### src/rtl/rto_pkg.sv
// Shared widths and entry layout for the timestamped GPO output queue.
package rto_pkg;

  localparam int TS_WIDTH_DEF   = 64;
  localparam int DATA_WIDTH_DEF = 128;
  localparam int FIFO_DEPTH_DEF = 16;

  typedef struct packed {
    logic [63:0]  ts;
    logic [127:0] data;
  } rto_entry_t;

  // Occupancy counter must represent both 0 and DEPTH.
  function automatic int count_width(input int depth);
    return $clog2(depth) + 1;
  endfunction

endpackage

### src/rtl/rto_timed_fifo_if.sv
// Write-side and GPO-side signal bundle of the timed FIFO.
interface rto_timed_fifo_if
  import rto_pkg::*;
#(
  parameter int FIFO_DEPTH = FIFO_DEPTH_DEF,
  parameter int DATA_WIDTH = DATA_WIDTH_DEF,
  parameter int TS_WIDTH   = TS_WIDTH_DEF
);

  localparam int CW = count_width(FIFO_DEPTH);

  logic                  fifo_flush;
  logic                  wr_en;
  logic [TS_WIDTH-1:0]   wr_timestamp;
  logic [DATA_WIDTH-1:0] wr_data;
  logic                  full;
  logic                  empty;
  logic [CW-1:0]         data_count;
  logic                  counter_matched;
  logic [DATA_WIDTH-1:0] gpo_data;

  modport master (
    output fifo_flush, wr_en, wr_timestamp, wr_data,
    input  full, empty, data_count, counter_matched, gpo_data
  );

  modport slave (
    input  fifo_flush, wr_en, wr_timestamp, wr_data,
    output full, empty, data_count, counter_matched, gpo_data
  );

endinterface

### src/rtl/rto_sync_fifo.sv
// Generic first-word-fall-through circular buffer with flush; head is read
// combinationally from the read pointer.
module rto_sync_fifo #(
  parameter int DEPTH = 16,
  parameter int WIDTH = 192
) (
  input  logic                   CLK100MHZ,
  input  logic                   reset,
  input  logic                   flush,
  input  logic                   wr_en,
  input  logic [WIDTH-1:0]       wr_data,
  input  logic                   rd_en,
  output logic                   full,
  output logic                   empty,
  output logic [$clog2(DEPTH):0] count,
  output logic [WIDTH-1:0]       head
);

  localparam int AW = $clog2(DEPTH);

  logic [WIDTH-1:0] mem [DEPTH];
  logic [AW-1:0]    wr_ptr;
  logic [AW-1:0]    rd_ptr;
  logic             do_rd;
  logic             do_wr;

  // A pop frees a slot in the same cycle, so a full FIFO still accepts a write.
  assign do_rd = rd_en & ~empty & ~flush;
  assign do_wr = wr_en & (~full | do_rd) & ~flush;

  // NOTE: the storage array is deliberately not reset; the pointers and count
  // define which words are valid, and leaving it reset-free lets it map to RAM.
  always_ff @(posedge CLK100MHZ) begin
    if (do_wr) mem[wr_ptr] <= wr_data;
  end

  // NOTE: sequential state uses non-blocking assignments so every register
  // samples pre-edge values regardless of statement order.
  always_ff @(posedge CLK100MHZ) begin
    if (reset || flush) begin
      wr_ptr <= '0;
      rd_ptr <= '0;
      count  <= '0;
    end else begin
      if (do_wr) wr_ptr <= wr_ptr + 1'b1;
      if (do_rd) rd_ptr <= rd_ptr + 1'b1;
      case ({do_wr, do_rd})
        2'b10:   count <= count + 1'b1;
        2'b01:   count <= count - 1'b1;
        default: count <= count;
      endcase
    end
  end

  assign full  = (count == (AW + 1)'(DEPTH));
  assign empty = (count == '0);
  assign head  = mem[rd_ptr];

endmodule

### src/rtl/rto_timed_fifo.sv
// Timestamped output queue feeding the GPO core: fires the head payload one
// cycle after the timeline counter reaches its timestamp, drops late entries.
module rto_timed_fifo
  import rto_pkg::*;
#(
  parameter int FIFO_DEPTH = FIFO_DEPTH_DEF,
  parameter int DATA_WIDTH = DATA_WIDTH_DEF,
  parameter int TS_WIDTH   = TS_WIDTH_DEF
) (
  input  logic                CLK100MHZ,
  input  logic                reset,
  input  logic [TS_WIDTH-1:0] counter,
  rto_timed_fifo_if.slave     bus,
  output logic                timestamp_error,
  output logic                overflow_error
);

  typedef struct packed {
    logic [TS_WIDTH-1:0]   ts;
    logic [DATA_WIDTH-1:0] data;
  } entry_t;

  entry_t                wr_entry;
  entry_t                head;
  logic                  due;
  logic                  fire;
  logic                  late;
  logic                  pop;
  logic                  strobe_q;
  logic [DATA_WIDTH-1:0] gpo_q;

  assign wr_entry = '{ts: bus.wr_timestamp, data: bus.wr_data};

  // Flush wins over pop, so nothing fires or is flagged in a flush cycle.
  assign due  = ~bus.empty & ~bus.fifo_flush;
  assign fire = due & (head.ts == counter);
  assign late = due & (head.ts < counter);
  assign pop  = fire | late;

  rto_sync_fifo #(
    .DEPTH(FIFO_DEPTH),
    .WIDTH(TS_WIDTH + DATA_WIDTH)
  ) u_fifo (
    .CLK100MHZ(CLK100MHZ),
    .reset    (reset),
    .flush    (bus.fifo_flush),
    .wr_en    (bus.wr_en),
    .wr_data  (wr_entry),
    .rd_en    (pop),
    .full     (bus.full),
    .empty    (bus.empty),
    .count    (bus.data_count),
    .head     (head)
  );

  always_ff @(posedge CLK100MHZ) begin
    if (reset) begin
      strobe_q        <= 1'b0;
      gpo_q           <= '0;
      timestamp_error <= 1'b0;
      overflow_error  <= 1'b0;
    end else begin
      strobe_q <= fire;
      if (fire) gpo_q <= head.data;
      if (bus.fifo_flush) begin
        timestamp_error <= 1'b0;
        overflow_error  <= 1'b0;
      end else begin
        if (late) timestamp_error <= 1'b1;
        if (bus.wr_en && bus.full && !pop) overflow_error <= 1'b1;
      end
    end
  end

  assign bus.counter_matched = strobe_q;
  assign bus.gpo_data        = gpo_q;

endmodule
### src/flat_wrapper.sv
// flat-port wrapper written by rule: the top's interface ports become plain ports
module rto_timed_fifo_flat import rto_pkg::*;
#(
  parameter int FIFO_DEPTH = FIFO_DEPTH_DEF,
  parameter int DATA_WIDTH = DATA_WIDTH_DEF,
  parameter int TS_WIDTH   = TS_WIDTH_DEF
)
  (CLK100MHZ, reset, counter, timestamp_error, overflow_error, bus_fifo_flush, bus_wr_en, bus_wr_timestamp, bus_wr_data, bus_full, bus_empty, bus_data_count, bus_counter_matched, bus_gpo_data);
  rto_timed_fifo_if #(.FIFO_DEPTH(FIFO_DEPTH), .DATA_WIDTH(DATA_WIDTH), .TS_WIDTH(TS_WIDTH)) bus_i ();
  input  logic CLK100MHZ;
  input  logic reset;
  input  logic [TS_WIDTH-1:0] counter;
  output logic timestamp_error;
  output logic overflow_error;
  input wire logic [$bits(bus_i.fifo_flush)-1:0] bus_fifo_flush;
  input wire logic [$bits(bus_i.wr_en)-1:0] bus_wr_en;
  input wire logic [$bits(bus_i.wr_timestamp)-1:0] bus_wr_timestamp;
  input wire logic [$bits(bus_i.wr_data)-1:0] bus_wr_data;
  output wire logic [$bits(bus_i.full)-1:0] bus_full;
  output wire logic [$bits(bus_i.empty)-1:0] bus_empty;
  output wire logic [$bits(bus_i.data_count)-1:0] bus_data_count;
  output wire logic [$bits(bus_i.counter_matched)-1:0] bus_counter_matched;
  output wire logic [$bits(bus_i.gpo_data)-1:0] bus_gpo_data;
  assign bus_i.fifo_flush = bus_fifo_flush;
  assign bus_i.wr_en = bus_wr_en;
  assign bus_i.wr_timestamp = bus_wr_timestamp;
  assign bus_i.wr_data = bus_wr_data;
  assign bus_full = bus_i.full;
  assign bus_empty = bus_i.empty;
  assign bus_data_count = bus_i.data_count;
  assign bus_counter_matched = bus_i.counter_matched;
  assign bus_gpo_data = bus_i.gpo_data;
  rto_timed_fifo #(.FIFO_DEPTH(FIFO_DEPTH), .DATA_WIDTH(DATA_WIDTH), .TS_WIDTH(TS_WIDTH)) u_core (.CLK100MHZ(CLK100MHZ), .reset(reset), .counter(counter), .bus(bus_i), .timestamp_error(timestamp_error), .overflow_error(overflow_error));
endmodule
### config.mk
export PLATFORM = sky130hd
export DESIGN_NAME = rto_timed_fifo_flat
export DESIGN_NICKNAME = d
export VERILOG_FILES = /design/src/rtl/rto_pkg.sv /design/src/rtl/rto_timed_fifo_if.sv /design/src/rtl/rto_sync_fifo.sv /design/src/rtl/rto_timed_fifo.sv /design/src/flat_wrapper.sv
export SDC_FILE = /design/constraint.sdc
export NUM_CORES = 2
export LEC_CHECK = 0
export CAP_MARGIN = 0
export CORE_MARGIN = 2
export CORE_UTILIZATION = 55
export CTS_CLUSTER_DIAMETER = 60
export DETAILED_ROUTE_END_ITERATION = 7
export MAX_ROUTING_LAYER = met4
export PLACE_DENSITY = 0.7
export SLEW_MARGIN = 10
export SYNTH_ARGS = -nofsm -noshare
export SYNTH_HDL_FRONTEND = slang
export SYNTH_SLANG_ARGS = --single-unit
### constraint.sdc
create_clock -name CLK100MHZ -period 23.6 [get_ports CLK100MHZ]
set_input_delay 3.54 -clock CLK100MHZ [delete_from_list [all_inputs] [get_ports CLK100MHZ]]
set_output_delay 3.54 -clock CLK100MHZ [all_outputs]
set_load 0.01 [all_outputs]
==> reports/qor.tcl <==
set qor(status) {completed}
set qor(period_needed_ps) 11250
set qor(yosys_register_bits) 3220
set qor(initial_antenna_violation_count) 61
set qor(stdcell_count) 8997
set qor(finalHoldWorstSlack_ps) 446
set qor(critical_path_required_ps) 24140
set qor(final_design_area_no_fill_um2) 140000
set qor(swShare) 0.193
set qor(placeableCoreArea_um2) 220000
set qor(drt-initial-drc-count) 6276
set qor(synthesis.area_per_instance_um2) 23.5
set qor(grt.busiest_layer) {met2}
set qor(routed_wirelength_um) 281000
set qor(fraction_of_final_layout_cells_sized_beyond_drive_strength_1) 0.256
set qor(die_width_um) 475
set qor(relSlewSlack) 0.175
set qor(ir_drop_mv) 0.0789
set qor(seqPwrFrac) 0.541
set qor(max_clock_freq_ghz) 0.0889
set qor(worst-setup-path-type) {flip-flop to flip-flop}
set qor(yosysTopAreaCellShare) 0.756
set qor(power_per_cell_area_nw_per_um2) 82.8
set qor(syn_to_final_growth_pct) 14.9
set qor(global_route_congestion_overflow_total) 0
set qor(holdPathStages) 2
set qor(power.switching_mw) 2.24
set qor(cap_viol_max_count) 0
set qor(antenna_violating_nets_left) 0
set qor(wire_length_of_the_first_global_routing_pass_um) 408000
set qor(worst_slew_pin_slew_ps) 1240
set qor(fin_util) 0.637
set qor(first_global_vias) 58200
set qor(regToRegEndpoint) {u_core.u_fifo.mem[9][125]}
set qor(synth_sequential_area_ratio) 0.781
set qor(dieArea_um2) 226000
set qor(post-route-worst-setup-slack_ps) 12350
set qor(synthesis.nets) 5520
set qor(insertion_delay_ps) 960
set qor(grt_util_all_layers) 0.260
set qor(final_common_cell) {sky130_fd_sc_hd__edfxtp_1}
set qor(cts_hold_buffers) 0
set qor(postSynth.asyncResetShare) 0
set qor(setup-violations-final) 0
set qor(synth.distinct_cells) 50
set qor(yosysTopAreaCell) {sky130_fd_sc_hd__edfxtp_1}
set qor(tritoncts) {yes}
set qor(h_tree_levels) 5
set qor(cts_post_setup_buffers_inserted) 0
set qor(max_fo_critical_path) 49
set qor(synthesis.area_um2) 122000
set qor(globalRouteMet1Util) 0.368
set qor(power_report.internal_total_mw) 9.36
set qor(grt_max_degree) 144
set qor(placement.cell_area_um2) 129000
set qor(rsz0062_at_grt) {no}
set qor(final-hold-violation-count) 0
set qor(placed_cells) 8368
set qor(post_drt_via_cell_ratio) 6.35
set qor(power.total_mw) 11.6
set qor(floorplan.rows) 172
set qor(cp.arrival_ps) 11790
set qor(clk_transition_reported_paths_ps) 60
set qor(tritoncts_num_sinks) 3220
set qor(fillCellCount) 14400
set qor(routed-via-count) 57100
set qor(clockRootBuffer) {sky130_fd_sc_hd__clkbuf_16}
set qor(ys.flop_type) {sky130_fd_sc_hd__edfxtp_1}
set qor(dieHeight_um) 475
set qor(worstSetupEndpoint) {u_core.u_fifo.mem[9][125]}
set qor(finalClockSkew_ps) 70.4
set qor(rr_worst_depth) 17
set qor(netlist_top_cells_area) {sky130_fd_sc_hd__edfxtp_1 (76%), sky130_fd_sc_hd__mux4_2 (18%), sky130_fd_sc_hd__dfxtp_1 (2.4%)}
set qor(cts.path.max_buffers) 4
set qor(floorplan.initialDensity) 0.554
set qor(dr.pass1.iters) 5
set qor(routabilityCongestion) 0.793
set qor(layout.cells.most_common_list) {sky130_fd_sc_hd__edfxtp_1 (3072), sky130_fd_sc_hd__mux4_2 (956), sky130_fd_sc_hd__clkdlybuf4s50_1 (396)}
set qor(postCtsResizedCells) 0
set qor(top_level_port_count) 398
set qor(report.final.slew_viol_count) 0
set qor(synthesis.instances) 5186
set qor(globalRouteMet3Util) 0.0534
set qor(place_worst_setup_slack_ps) 12190
set qor(grt_util_met2) 0.395
set qor(endpoint_kind) {flip-flop}
set qor(fin_crit_sh) 0.477
set qor(reg2reg_setup_slack_ps) 12350
set qor(cp-start-kind) {flip-flop}
set qor(post_drt_wl_per_cell_um) 31.2
set qor(hold_class) {flip-flop to flip-flop}
set qor(net_count_final) 6080
set qor(share_clk_of_total_power) 0.438
set qor(fin_setup_tns_ps) 0
set qor(yosys_warnings) 0
set qor(combinational_fraction_of_design_power) 0.021
set qor(hpwl_after_dpl_um) 145000
set qor(port_buffers) 397
set qor(cts_inserted_buffers) 334
set qor(power.static_leakage_nw) 42.4
set qor(synth_edf_count) 3072
set qor(drt_drc_violations_left) 0
-- Yosys cell counts (18+ instances only) --
cell type,n
sky130_fd_sc_hd__a21oi_1,164
sky130_fd_sc_hd__buf_1,55
sky130_fd_sc_hd__buf_2,22
sky130_fd_sc_hd__clkbuf_1,177
sky130_fd_sc_hd__dfxtp_1,148
sky130_fd_sc_hd__edfxtp_1,3072
sky130_fd_sc_hd__ha_1,73
sky130_fd_sc_hd__inv_1,74
sky130_fd_sc_hd__mux4_2,956
sky130_fd_sc_hd__nand2_1,279
sky130_fd_sc_hd__nand4_1,19
sky130_fd_sc_hd__nor2_1,18
-- layout make-up --
cell class                      count  area (um2)  area share
Tap cell                         2958        3700      0.0264
Clock buffer                      434        9080      0.0648
Multi-Input combinational cell   1628       25500       0.182
Sequential cell                  3220       95200       0.680
Timing Repair Buffer              488        4830      0.0345
Inverter                           74         278     0.00198
Clock inverter                    151        1440      0.0103
Antenna cell                       44         110    0.000786
-- kinds of logic (layout without fill, tap and decap cells) --
| kind of cell | Yosys count | after routing | share of synthesized area |
|---|---|---|---|
| buffers and inverters | 338 | 1147 | 0.0112 |
| adders and majority gates | 74 | 74 | 0.00765 |
| xor gates and xnor gates | 4 | 4 | 0.000287 |
| and+or+nand+nor | 381 | 381 | 0.0135 |
| AOI/OAI and AO/OA | 203 | 203 | 0.00918 |
| other | 0 | 44 | 0 |
| muxes | 966 | 966 | 0.177 |
| DFF | 3220 | 3220 | 0.781 |
-- power groups by stage --
| stage | logic [mW] | registers, mW | clock network (mW) |
|---|---|---|---|
| 6_report | 0.243 | 6.28 | 5.08 |
| 5_1_grt | 0.265 | 6.28 | 5.38 |
| 3_3_place_gp | 0.235 | 6.40 | 0 |
| 3_5_place_dp | 0.245 | 6.40 | 0 |
| 2_1_floorplan | 0.0916 | 6.40 | 0 |
| 4_1_cts | 0.246 | 6.28 | 5.16 |
-- sequential cells by signal, indices dropped and copies added, names as in the netlist, named ones only --
signal	flops
u_core.u_fifo.wr_ptr	4
u_core.overflow_error	1
u_core.timestamp_error	1
u_core.u_fifo.rd_ptr	4
u_core.u_fifo.mem	3072
u_core.u_fifo.count	5
u_core.bus.counter_matched	1
u_core.bus.gpo_data	128
-- worst min path at each step --
stage	start	to	slack, ps
final	u_core.bus.gpo_data[1]	u_core.bus.gpo_data[1]	450
after global routing	u_core.bus.gpo_data[10]	u_core.bus.gpo_data[10]	460
after CTS	u_core.bus.gpo_data[1]	u_core.bus.gpo_data[1]	450
after detailed placement	u_core.bus.gpo_data[1]	u_core.bus.gpo_data[1]	440
after global placement	u_core.bus.gpo_data[72]	u_core.bus.gpo_data[72]	440
after floorplan	u_core.u_fifo.rd_ptr[1]	flip-flop	470
-- critical path, cell delays in order, from the launching register on --
cell	delay, ps
sky130_fd_sc_hd__dfxtp_4	770
sky130_fd_sc_hd__buf_4	680
sky130_fd_sc_hd__buf_4	790
sky130_fd_sc_hd__buf_4	780
sky130_fd_sc_hd__mux4_2	620
sky130_fd_sc_hd__mux4_2	610
sky130_fd_sc_hd__ha_1	340
sky130_fd_sc_hd__nand4_1	170
sky130_fd_sc_hd__or4_4	590
sky130_fd_sc_hd__or4b_1	640
sky130_fd_sc_hd__nor4_4	300
sky130_fd_sc_hd__buf_4	560
sky130_fd_sc_hd__o21ai_0	260
sky130_fd_sc_hd__nand2_1	420
sky130_fd_sc_hd__and3_4	770
sky130_fd_sc_hd__buf_4	740
sky130_fd_sc_hd__buf_4	850
sky130_fd_sc_hd__buf_4	730
-- metal layers --
metal,share of wire,up-vias
met1,0.41,30900
li1,-,23200
met2,0.48,2654
met5,0,-
met3,0.086,404
met4,0.021,0
(Power assumes the default switching activity.)
